[src/rtl/alu_pkg.sv]
// Shared definitions for the execute stage: opcodes, FSM states and default widths.
package alu_pkg;

  localparam int WIDTH_DEF      = 32;
  localparam int REG_ADDR_W_DEF = 5;
  localparam int SHAMT_W_DEF    = 5;

  localparam logic [3:0] OP_ADD    = 4'd0;
  localparam logic [3:0] OP_SUB    = 4'd1;
  localparam logic [3:0] OP_AND    = 4'd2;
  localparam logic [3:0] OP_OR     = 4'd3;
  localparam logic [3:0] OP_XOR    = 4'd4;
  localparam logic [3:0] OP_SLT    = 4'd5;
  localparam logic [3:0] OP_SLTU   = 4'd6;
  localparam logic [3:0] OP_SLL    = 4'd7;
  localparam logic [3:0] OP_SRL    = 4'd8;
  localparam logic [3:0] OP_SRA    = 4'd9;
  localparam logic [3:0] OP_PASS_B = 4'd10;

  typedef enum logic [1:0] {
    S_IDLE  = 2'd0,
    S_SHIFT = 2'd1,
    S_WB    = 2'd2
  } state_t;

  // True for the three opcodes handled by the iterative shifter.
  function automatic logic is_shift_op(input logic [3:0] op);
    return (op == OP_SLL) || (op == OP_SRL) || (op == OP_SRA);
  endfunction

endpackage

[src/rtl/alu_comb.sv]
// Single-cycle ALU: arithmetic, logic, compares and pass-through.
// Shift opcodes and undefined opcodes yield zero here; shifts are
// produced by the iterative shifter in the parent.
module alu_comb
  import alu_pkg::*;
#(
  parameter int WIDTH = WIDTH_DEF
) (
  input  logic [3:0]       i_op,
  input  logic [WIDTH-1:0] i_a,
  input  logic [WIDTH-1:0] i_b,
  output logic [WIDTH-1:0] o_result
);

  logic w_lt_signed;
  logic w_lt_unsigned;

  assign w_lt_signed   = ($signed(i_a) < $signed(i_b));
  assign w_lt_unsigned = (i_a < i_b);

  // Opcode decode to the result value.
  always_comb begin
    o_result = {WIDTH{1'b0}};
    case (i_op)
      OP_ADD:    o_result = i_a + i_b;
      OP_SUB:    o_result = i_a - i_b;
      OP_AND:    o_result = i_a & i_b;
      OP_OR:     o_result = i_a | i_b;
      OP_XOR:    o_result = i_a ^ i_b;
      OP_SLT:    o_result = {{(WIDTH-1){1'b0}}, w_lt_signed};
      OP_SLTU:   o_result = {{(WIDTH-1){1'b0}}, w_lt_unsigned};
      OP_PASS_B: o_result = i_b;
      default:   o_result = {WIDTH{1'b0}};
    endcase
  end

endmodule

[src/rtl/alu_shift_exec.sv]
// Execute stage between register-file read and write ports.
// IDLE accepts one op; ALU ops go straight to a one-cycle WB, shifts
// spend one cycle per bit in SHIFT before WB. Writes to register 0
// still spend the WB cycle but never raise wb_en.
module alu_shift_exec
  import alu_pkg::*;
#(
  parameter int WIDTH      = WIDTH_DEF,
  parameter int REG_ADDR_W = REG_ADDR_W_DEF,
  parameter int SHAMT_W    = SHAMT_W_DEF
) (
  input  logic                  clk,
  input  logic                  reset,
  input  logic                  in_valid,
  output logic                  in_ready,
  input  logic [3:0]            in_op,
  input  logic [WIDTH-1:0]      in_a,
  input  logic [WIDTH-1:0]      in_b,
  input  logic [REG_ADDR_W-1:0] in_rd,
  output logic                  wb_en,
  output logic [REG_ADDR_W-1:0] wb_reg,
  output logic [WIDTH-1:0]      wb_data,
  output logic                  wb_zero,
  output logic                  busy
);

  state_t                r_state;
  state_t                w_next_state;
  logic [3:0]            r_op;
  logic [WIDTH-1:0]      r_shreg;
  logic [SHAMT_W-1:0]    r_count;
  logic [REG_ADDR_W-1:0] r_rd;
  logic                  r_wb_en;
  logic [REG_ADDR_W-1:0] r_wb_reg;
  logic [WIDTH-1:0]      r_wb_data;
  logic                  r_wb_zero;
  logic                  r_in_ready;
  logic                  r_busy;

  logic                  w_accept;
  logic                  w_in_shift;
  logic [SHAMT_W-1:0]    w_shamt;
  logic [WIDTH-1:0]      w_alu_result;
  logic [WIDTH-1:0]      w_shift_step;
  logic                  w_load_wb;
  logic [WIDTH-1:0]      w_wb_data_nxt;
  logic [REG_ADDR_W-1:0] w_wb_reg_nxt;

  assign w_accept   = in_valid && (r_state == S_IDLE);
  assign w_in_shift = is_shift_op(in_op);
  assign w_shamt    = in_b[SHAMT_W-1:0];

  alu_comb #(
    .WIDTH (WIDTH)
  ) u_alu_comb (
    .i_op     (in_op),
    .i_a      (in_a),
    .i_b      (in_b),
    .o_result (w_alu_result)
  );

  // One-bit step of the shift register in the captured op's direction.
  always_comb begin
    w_shift_step = r_shreg;
    case (r_op)
      OP_SLL:  w_shift_step = {r_shreg[WIDTH-2:0], 1'b0};
      OP_SRL:  w_shift_step = {1'b0, r_shreg[WIDTH-1:1]};
      OP_SRA:  w_shift_step = {r_shreg[WIDTH-1], r_shreg[WIDTH-1:1]};
      default: w_shift_step = r_shreg;
    endcase
  end

  // Next state and the writeback values loaded on entry to WB.
  always_comb begin
    w_next_state  = r_state;
    w_load_wb     = 1'b0;
    w_wb_data_nxt = r_wb_data;
    w_wb_reg_nxt  = r_wb_reg;
    case (r_state)
      S_IDLE: begin
        if (w_accept) begin
          if (w_in_shift && (w_shamt != {SHAMT_W{1'b0}})) begin
            w_next_state = S_SHIFT;
          end else begin
            w_next_state  = S_WB;
            w_load_wb     = 1'b1;
            w_wb_reg_nxt  = in_rd;
            w_wb_data_nxt = w_in_shift ? in_a : w_alu_result;
          end
        end else begin
          w_next_state = S_IDLE;
        end
      end
      S_SHIFT: begin
        if (r_count == SHAMT_W'(1)) begin
          w_next_state  = S_WB;
          w_load_wb     = 1'b1;
          w_wb_reg_nxt  = r_rd;
          w_wb_data_nxt = w_shift_step;
        end else begin
          w_next_state = S_SHIFT;
        end
      end
      S_WB: begin
        w_next_state = S_IDLE;
      end
      default: begin
        w_next_state = S_IDLE;
      end
    endcase
  end

  // State register plus handshake/busy flags registered from the next state.
  always_ff @(posedge clk or posedge reset) begin
    if (reset) begin
      r_state    <= S_IDLE;
      r_in_ready <= 1'b1;
      r_busy     <= 1'b0;
    end else begin
      r_state    <= w_next_state;
      r_in_ready <= (w_next_state == S_IDLE);
      r_busy     <= (w_next_state != S_IDLE);
    end
  end

  // Operation capture at accept and the iterative shifter.
  always_ff @(posedge clk or posedge reset) begin
    if (reset) begin
      r_op    <= 4'd0;
      r_shreg <= {WIDTH{1'b0}};
      r_count <= {SHAMT_W{1'b0}};
      r_rd    <= {REG_ADDR_W{1'b0}};
    end else if (w_accept) begin
      r_op    <= in_op;
      r_shreg <= in_a;
      r_count <= w_shamt;
      r_rd    <= in_rd;
    end else if (r_state == S_SHIFT) begin
      r_shreg <= w_shift_step;
      r_count <= r_count - SHAMT_W'(1);
    end
  end

  // Writeback registers: strobe for exactly the WB cycle, data/reg held otherwise.
  always_ff @(posedge clk or posedge reset) begin
    if (reset) begin
      r_wb_en   <= 1'b0;
      r_wb_reg  <= {REG_ADDR_W{1'b0}};
      r_wb_data <= {WIDTH{1'b0}};
      r_wb_zero <= 1'b0;
    end else if (w_load_wb) begin
      r_wb_en   <= (w_wb_reg_nxt != {REG_ADDR_W{1'b0}});
      r_wb_reg  <= w_wb_reg_nxt;
      r_wb_data <= w_wb_data_nxt;
      r_wb_zero <= (w_wb_data_nxt == {WIDTH{1'b0}});
    end else begin
      r_wb_en   <= 1'b0;
    end
  end

  assign in_ready = r_in_ready;
  assign busy     = r_busy;
  assign wb_en    = r_wb_en;
  assign wb_reg   = r_wb_reg;
  assign wb_data  = r_wb_data;
  assign wb_zero  = r_wb_zero;

endmodule

[config.mk]
export PLATFORM = sky130hd
export DESIGN_NAME = alu_shift_exec
export DESIGN_NICKNAME = d
export VERILOG_FILES = /design/src/rtl/alu_pkg.sv /design/src/rtl/alu_comb.sv /design/src/rtl/alu_shift_exec.sv
export SDC_FILE = /design/constraint.sdc
export NUM_CORES = 1
export LEC_CHECK = 0
export ABC_CLOCK_PERIOD_IN_PS = 4780
export CORE_ASPECT_RATIO = 0.8
export CORE_UTILIZATION = 50
export CTS_BUF_LIST = sky130_fd_sc_hd__clkbuf_8 sky130_fd_sc_hd__clkbuf_16
export DETAILED_ROUTE_END_ITERATION = 10
export PLACE_DENSITY = 0.72
export SLEW_MARGIN = 20
export SYNTH_ARGS = -nofsm -noshare
export SYNTH_HDL_FRONTEND = slang
export SYNTH_SLANG_ARGS = --single-unit
[constraint.sdc]
create_clock -name clk -period 4.78 [get_ports clk]
set_clock_uncertainty 0.05 [all_clocks]
set_input_delay 0.956 -clock clk [delete_from_list [all_inputs] [get_ports clk]]
set_output_delay 0.956 -clock clk [all_outputs]
set_load 0.1 [all_outputs]
==> After elaboration in Yosys (flattened, before gate mapping) <==
Index checks and enable logic that the tools add are counted.
Widths: inputs -> output; s select.
{ "totals": {"ff_bits": 89, "input_bits": 76, "word_cells": 70} }
{ "classes": {"n_addsub": 3, "n_lt_le_gt_ge": 2, "eq_ne": 15, "muxes": 24, "bitwise_logic": 3, "n_reduce_logical": 12} }
{ "ops": {"columns": ["op", "n"], "rows": [
  ["$pmux 32 s8", 1],
  ["$mux 32", 6],
  ["$pmux 32 s3", 1],
  ["$lt 32x32->1", 2],
  ["$pmux 32 s2", 1],
  ["$add 32x32->32", 1],
  ["$and 32x32->32", 1],
  ["$logic_not 32->1", 1],
  ["$or 32x32->32", 1],
  ["$sub 32x32->32", 1],
  ["$xor 32x32->32", 1],
  ["$mux 5", 5],
  ["$eq 4x3->1 const B", 5],
  ["$eq 4x4->1 const B", 5],
  ["$pmux 5 s2", 1],
  ["$reduce_bool 5->1", 2],
  ["$eq 4x2->1 const B", 2],
  ["$mux 2", 3],
  ["$eq 5x1->1 const B", 1],
  ["$sub 5x1->5 const B", 1],
  ["$eq 4x1->1 const B", 1],
  ["$logic_not 2->1", 2],
  ["$logic_not 4->1", 1],
  ["$mux 1", 4],
  ["6 further kinds", 9]
]} }

==> Longest topological paths before layout <==
{ "logic_depth": {"depth_word": 9, "mapped_depth": 15} }

==> Modules after synthesis <==
A second synthesis with hierarchy kept.
{ "unflattened": {"hier_cells": 1313, "area_unflattened_um2": 9999.6} }
{ "by_module_without_submodules": {"columns": ["mod", "n_inst", "cells_per_inst", "area_per_inst_um2", "seq_area_each_um2"], "rows": [
  ["alu_comb", 1, 816, 5240.0, 0.0],
  ["alu_shift_exec", 1, 497, 4759.6, 2228.4]
]} }

==> Least setup slack after synthesis <==
Ideal clock, no wire load.
{ "synth_path": {"path_kind": "input-to-reg", "startpoint": "input in_b[1]", "endpoint": "register r_wb_zero, in the netlist wb_zero", "setup_ns": 0.092, "arrival_ns": 4.292, "t_required_ns": 4.638, "path_slack_ns": 0.347, "path_stages": 13, "n_path_buf": 0, "cell_sequence": "inv_1 -> ha_1 -> or2_0 -> a2111o_1 -> and2_1 -> o32ai_1 -> a21oi_1 -> a221o_1 -> or4_1 -> or4_1 -> nor4_1 -> nand4b_1 -> o31ai_2"} }
{ "synth_between": {"elab_chain_len": 7, "elab_cells_between_ends": 18} }
{ "synth_lines": {"columns": ["element", "line_no", "source"], "rows": [
  ["start: declaration", "alu_shift_exec.sv:18", "input logic [WIDTH-1:0] in_b,"],
  ["$sub 32x32->32 (tied with other cells)", "alu_comb.sv:26", "OP_SUB: o_result = i_a - i_b;"],
  ["$pmux 32 s8", "alu_comb.sv:24", "case (i_op)"],
  ["$mux 32", "alu_shift_exec.sv:88", "w_wb_data_nxt = w_in_shift ? in_a : w_alu_result;"],
  ["$mux 32", "alu_shift_exec.sv:82", "if (w_in_shift && (w_shamt != {SHAMT_W{1'b0}})) begin"],
  ["$mux 32", "alu_shift_exec.sv:81", "if (w_accept) begin"],
  ["$pmux 32 s2", "alu_shift_exec.sv:79", "case (r_state)"],
  ["$logic_not 32->1", "alu_shift_exec.sv:155", "r_wb_zero <= (w_wb_data_nxt == {WIDTH{1'b0}});"],
  ["end signal: assignment", "alu_shift_exec.sv:155", null],
  ["end: declaration", "alu_shift_exec.sv:36", "logic r_wb_zero;"]
]} }
Several ways; a longest one is shown, not always the timed one.
A chain may end at the register's enable or synchronous reset.

==> Worst setup path in the final report <==
{ "layout_path": {"startpoint": "input in_a[4]", "endpoint": "register r_wb_zero, in the netlist wb_zero"} }
{ "layout_between": {"elab_chain_len": 7, "elab_cells_between_ends": 13} }
{ "layout_lines": {"columns": ["element", "line_no", "source"], "rows": [
  ["start: declaration", "alu_shift_exec.sv:17", "input logic [WIDTH-1:0] in_a,"],
  ["$sub 32x32->32 (tied with other cells)", "alu_comb.sv:26", null],
  ["$pmux 32 s8", "alu_comb.sv:24", null],
  ["$mux 32 (*)", "alu_shift_exec.sv:88", null],
  ["$mux 32 (*)", "alu_shift_exec.sv:82", null],
  ["$mux 32 (*)", "alu_shift_exec.sv:81", null],
  ["$pmux 32 s2 (*)", "alu_shift_exec.sv:79", null],
  ["$logic_not 32->1 (*)", "alu_shift_exec.sv:155", null]
]} }
Mark *: on every way between the ends. The rest lies on a longest branch, timed or not.

==> results by group <==
STA
  • Fmax: 210 MHz
  • Minimum clock period: 4.76 ns
  • Worst relative slew slack: 0.319
  • Final period util: 0.995
  • Final setup fails: 0
  • Final Hold Vio Count: 0
  • Slew @ Worst Pin: 1.02 ns
  • RSZ-0062 raised after global routing: no
  • Fin. max-slew vios: 0

Setup path
  • Crit Path Category: in2reg
  • Crit path required time: 4.98 ns
  • R2R Path End: wb_zero$_DFFE_PP0P_
  • Worst Setup Start Kind: primary input
  • Arrival time worst endpoint: 4.96 ns
  • Worst R2R Start: r_count[1]$_DFFE_PP0P_
  • Cell depth of the worst flop-to-flop path: 16
  • R2R Setup Slk: 0.69 ns
  • CP Capture Type: flop
  • Critical path peak fanout: 6
  • CP startpoint: in_a[4]

Placed design
  • Dpl hpwl: 45800 um
  • Port bufs: 116
  • GP Congestion: 1.08

Synthesis
  • Distinct cells, synth: 92
  • Cell types with the highest counts after synthesis: nand2_1 (152), a21oi_1 (132), ha_1 (115)
  • Post-Synthesis Net Count: 1696
  • Post-synth top area cell: dfrtp_1
  • Number of synthesized flops with an enable pin: 0
  • Post-Syn Area per Cell: 7.49 um^2
  • Number of synthesized register bits: 89
  • Syn Inst Count: 1503
  • Post-synth top flop: dfrtp_1
  • Top post-synthesis cells by area: dfrtp_1 (20%), ha_1 (13%), a21oi_1 (5.9%)
  • Sequential fraction of the synthesis area: 0.198
  • Top-count cell post-synth: nand2_1
  • Ys Warns: 0
  • Yosys top cell area share: 0.196
  • Ys async rst share: 1.00
  • Synth Cell Area: 0.0113 mm^2

Floorplanning
  • FP Rows: 48
  • Die width: 170 um
  • Starting density of the core: 0.517
  • Core Area: 0.0218 mm^2
  • Io pins: 117
  • Die H: 136 um
  • Die footprint: 0.0231 mm^2

Pwr
  • Pleak: 0.00721 uW
  • Power per cell area: 450 mW/mm^2
  • Worst VDD drop: 0.307 mV
  • Final Total Pwr: 7200 uW

Min path
  • Min-Delay Path Depth: 2
  • Hold Path Sink: r_rd[2]$_DFFE_PP0P_
  • HP Start: r_rd[2]$_DFFE_PP0P_
  • Worst hold path type: reg2reg

Global routing
  • Vias in the first global route: 14042
  • Total GRT Usage: 0.498
  • Largest net degree at the start of global routing: 90
  • First-pass GRT wire length: 85200 um
  • Gr ovfl total: 0
  • Initial antenna violation count: 3

CTS
  • Number of buffers created by CTS: 9
  • H-tree depth: 3
  • Sink Count: 89
  • CTS Root Cell: clkbuf_16
  • Number of buffers inserted by hold repair at cts: 0
  • CTS clk-pin slew, worst paths: 0.06 ns
  • Clock latency at the later pin of the worst-skew pair: 0.35 ns
  • CTS tree: done
  • Clk buf depth: 2

Drt
  • Remaining DRCs: 0
  • DR vias: 15142
  • Drt first-iter violations: 3086
  • Detailed Route WL: 58400 um
  • DR WL/cell: 26.5 um
  • Initial DRT Pass Iterations: 7
  • Drt via density: 6.87
  • Post-DRT Antenna Nets: 0

Layout
  • Fin util: 0.734
  • Final nets: 2089
  • Layout area overhead: 42.1%
  • Fill cell count: 1763
  • Share of layout cells above drive strength 1: 0.258

Job
  • Max_cap viols: 0

Status
  • Outcome: completed
==> layout by cell type, fill, tap and decap left out, types with 11 or more instances in the layout <==
cell / n
o21ai_0: 91
nor2_1: 98
a22o_1: 24
clkdlybuf4s50_1: 105
o31ai_1: 16
dfrtp_1: 88
a211o_1: 12
a221o_1: 12
a21o_1: 22
o21a_1: 11
nor2b_1: 14
ha_1: 102
inv_1: 95
o22ai_1: 12
a22oi_1: 56
a211oi_1: 18
nor3_1: 36
nor4_1: 14
o221ai_1: 14
nand4_1: 13
nand3_1: 30
or3_1: 11
a21oi_1: 128
nand2_1: 152
buf_4: 370
o21bai_1: 14
o211ai_1: 26
==> cell type report <==
cell class / instances / area (um^2) / share of cell area
tap: 300 / 375 / 0.0235
antenna: 4 / 10.0 / 0.000626
multi-input combinational: 1206 / 8670 / 0.542
inverter: 101 / 388 / 0.0242
clock inverter: 6 / 91.3 / 0.00571
clock buffer: 10 / 239 / 0.0149
sequential: 89 / 2230 / 0.139
timing repair buffer: 489 / 4000 / 0.250
==> per-stage QoR <==
| stage | cell area [um^2] | cells | setup TNS, ns | worst slack (ns) | hold WS (ns) |
|---|---|---|---|---|---|
| after floorplan | 11300 | 1503 | 0 | 0.347 | 0.397 |
| after global placement | 15200 | 2183 | -1.00 | -0.659 | 0.409 |
| after detailed placement | 15200 | 2183 | -1.32 | -0.704 | 0.414 |
| after CTS | 15700 | 2200 | 0 | 0.0105 | 0.439 |
| after global routing | 16000 | 2201 | 0 | 0.00300 | 0.449 |
| final | 16000 | 2205 | 0 | 0.0240 | 0.434 |
==> power breakdown <==
group	leakage, uW	internal [uW]	switching (uW)	total (uW)
Combinational	0.00597	1620	3250	4860
Clock	0.000151	473	309	782
Sequential	0.00109	1120	432	1550
==> what timing repair did <==
action	in CTS	in global routing
buffers inserted	2	1
endpoints found under the setup margin	1	3
pin swaps	12	20
gates resized for setup	29	70
==> worst max-delay path, stage by stage <==
cell             delay, ns
clkdlybuf4s50_1       0.48
inv_1                 0.08
ha_4                  0.32
o211ai_1              0.16
o211ai_1              0.31
buf_4                 0.18
nand2_1               0.16
o211a_1               0.36
o2111a_1              0.32
or2_2                 0.31
a32oi_2               0.29
o211ai_1              0.24
o32a_1                0.35
nand4b_1              0.21
o31ai_2               0.23
==> how the worst max path moves through the flow <==
| stage | end | slack (ns) | cells past startpoint |
|---|---|---|---|
| 2_1_floorplan | wb_zero$_DFFE_PP0P_ | 0.35 | 13 |
| 3_3_place_gp | wb_zero$_DFFE_PP0P_ | -0.66 | 16 |
| 3_5_place_dp | wb_zero$_DFFE_PP0P_ | -0.70 | 16 |
| 4_1_cts | wb_zero$_DFFE_PP0P_ | 0.01 | 17 |
| 5_1_grt | wb_zero$_DFFE_PP0P_ | 0.003 | 17 |
| 6_report | wb_zero$_DFFE_PP0P_ | 0.02 | 15 |
==> metal layers <==
layer,global-route usage,share of wire
met2,0.680,0.38
met1,0.672,0.39
met3,0.226,0.18
met4,0.192,0.047
met5,0,0.00026
==> cells by family after synthesis <==
logic type | count (synthesis) | synth area share
flip-flops | 89 | 0.198
XOR/XNOR | 3 | 0.00233
AND/OR/NAND/NOR | 466 | 0.207
buffers and inverters | 208 | 0.0726
adder cells (fa/ha/maj) | 117 | 0.131
AO/OA/AOI/OAI | 611 | 0.381
multiplexers | 9 | 0.00800
(Power assumes the default switching activity.)
==> edit (same flow settings) <==
Change the package constant `WIDTH_DEF` from 32 to 24.
--- a/src/rtl/alu_pkg.sv
+++ b/src/rtl/alu_pkg.sv
@@ -1,7 +1,7 @@
 // Shared definitions for the execute stage: opcodes, FSM states and default widths.
 package alu_pkg;
 
-  localparam int WIDTH_DEF      = 32;
+  localparam int WIDTH_DEF      = 24;
   localparam int REG_ADDR_W_DEF = 5;
   localparam int SHAMT_W_DEF    = 5;
 
Ports: changed (resized in_a, in_b and wb_data); port bits go from 117 to 93. The function was not compared with the original's and may differ.
==> edit against the original RTL <==
- the run now ends with design-rule violations left
- wire length fell by 37%
- sequential cell count fell by 16
- worst setup slack improved by 0.085 ns
- synthesized area fell by 25%
- hold slack got worse by 0.0047 ns
- sequential power fell by 23%
- design area fell by 34%
- register-to-register slack improved by 0.33 ns
- sequential share of layout area rose by 3.5 points
- die area fell by 24%
- power fell by 31%
- critical path type unchanged
- largest power group unchanged
==> edit: results (changes against the original RTL) <==
dr_wl_met2_um: 16100  # -28%
hold_end: "r_rd[4]$_DFFE_PP0P_"
muxShareOfSynthArea_pct: 1.68  # +0.88 points
area_growth_pct: 24.1
cts_setup_buffers: 0  # -2
antenna-diode-count: 0  # -4
grt_antenna_before_repair: 0  # -3
comb_power_mw: 3.05  # -37%
ys_top_cells_by_area: "dfrtp_1 (21%), ha_1 (13%), a21oi_1 (5.9%), nand2_1 (4.8%), o21ai_0 (4.1%)"
io_buffers: 92  # -21%
finish.net_count: 1401  # -33%
top_layer_used: "met4"
inv_count: 80  # -21%
wl_met3_um: 3960  # -61%
cp_max_fo: 8  # +2
period_share_pct: 97.7  # -1.8 points
fillers: 1543  # -12%
synth_cell_types: 84  # -8.7%
met2_usage_pct: 65.0  # -3.0 points
placed_area_mm2: 0.0102  # -33%
wl_met1_um: 15600  # -32%
clock_area_share_pct: 3.06  # +0.99 points
r2r-start: "r_op[3]$_DFFE_PP0P_"
synth.net_count: 1271  # -25%
holdWs_ns: 0.429  # -0.00475 ns
multi_input_area_share_pct: 57.4  # +3.2 points
power_frac_clock_pct: 14.9  # +4.0 points
gr-usage-all-layers_pct: 42.3  # -7.5 points
vdd_ir_drop_max_mv: 0.422  # +38%
slew_headroom_pct: 32.9  # +1.0 points
p_int_mw: 2.30  # -28%
crit_start: "in_b[6]"
dr.pass1.iters: 9  # +2
ys_seq_area_share_pct: 21.6  # +1.8 points
synth_compound_area_share_pct: 34.8  # -3.3 points
grt_pass1_wl_um: 56000  # -34%
ff_latch_area_mm2: 0.00183  # -18%
violations: "design-rule violations"
ctsResizeCount: 0  # -100%
synthAdderAreaFrac_pct: 13.0  # -0.11 points
power.share.switching_pct: 53.9  # -1.5 points
drive_above_1_share_pct: 12.4  # -13 points
outcome: "finished with violations"
grtUsageMet1_pct: 59.4  # -7.8 points
synthCells: 1124  # -25%
multi_input_cells: 891  # -26%
grt_max_degree: 43  # -52%
drt_iter0_drc: 1333  # -57%
drc: 1  # +1
place_ws_ns: -0.219  # +0.485 ns
[edit: changes by cell type in the layout (fill, tap and decap cells not counted), sizes merged, moves of 14 or more]
| cell | unedited run | this run |
|---|---|---|
| buf | 374 | 108 |
| nand2 | 152 | 109 |
| a21oi | 134 | 100 |
| ha | 115 | 85 |
| nor2 | 103 | 73 |
| o21ai | 100 | 71 |
| inv | 99 | 81 |
| a22oi | 56 | 39 |
| dfrtp | 88 | 72 |
| clkdlybuf4s50 | 105 | 91 |
[edit: critical path: stages]
cell and delay, ns:
clkdlybuf4s50_1 0.54, inv_1 0.08, ha_1 0.47, buf_4 0.22
nand4_1 0.12, a21oi_1 0.31, nor2_1 0.17, o211ai_1 0.38
a2111oi_0 0.17, or3_1 0.40, o21ai_0 0.16, a21boi_1 0.36
o211ai_1 0.24, o31ai_1 0.28
[edit: logic make-up after synthesis]
group / after synthesis
adders and majority gates: 87
AOI/OAI and AO/OA: 430
muxes: 14
buffers and inverters: 160
DFF: 73
xor gates and xnor gates: 6
and+or+nand+nor: 354
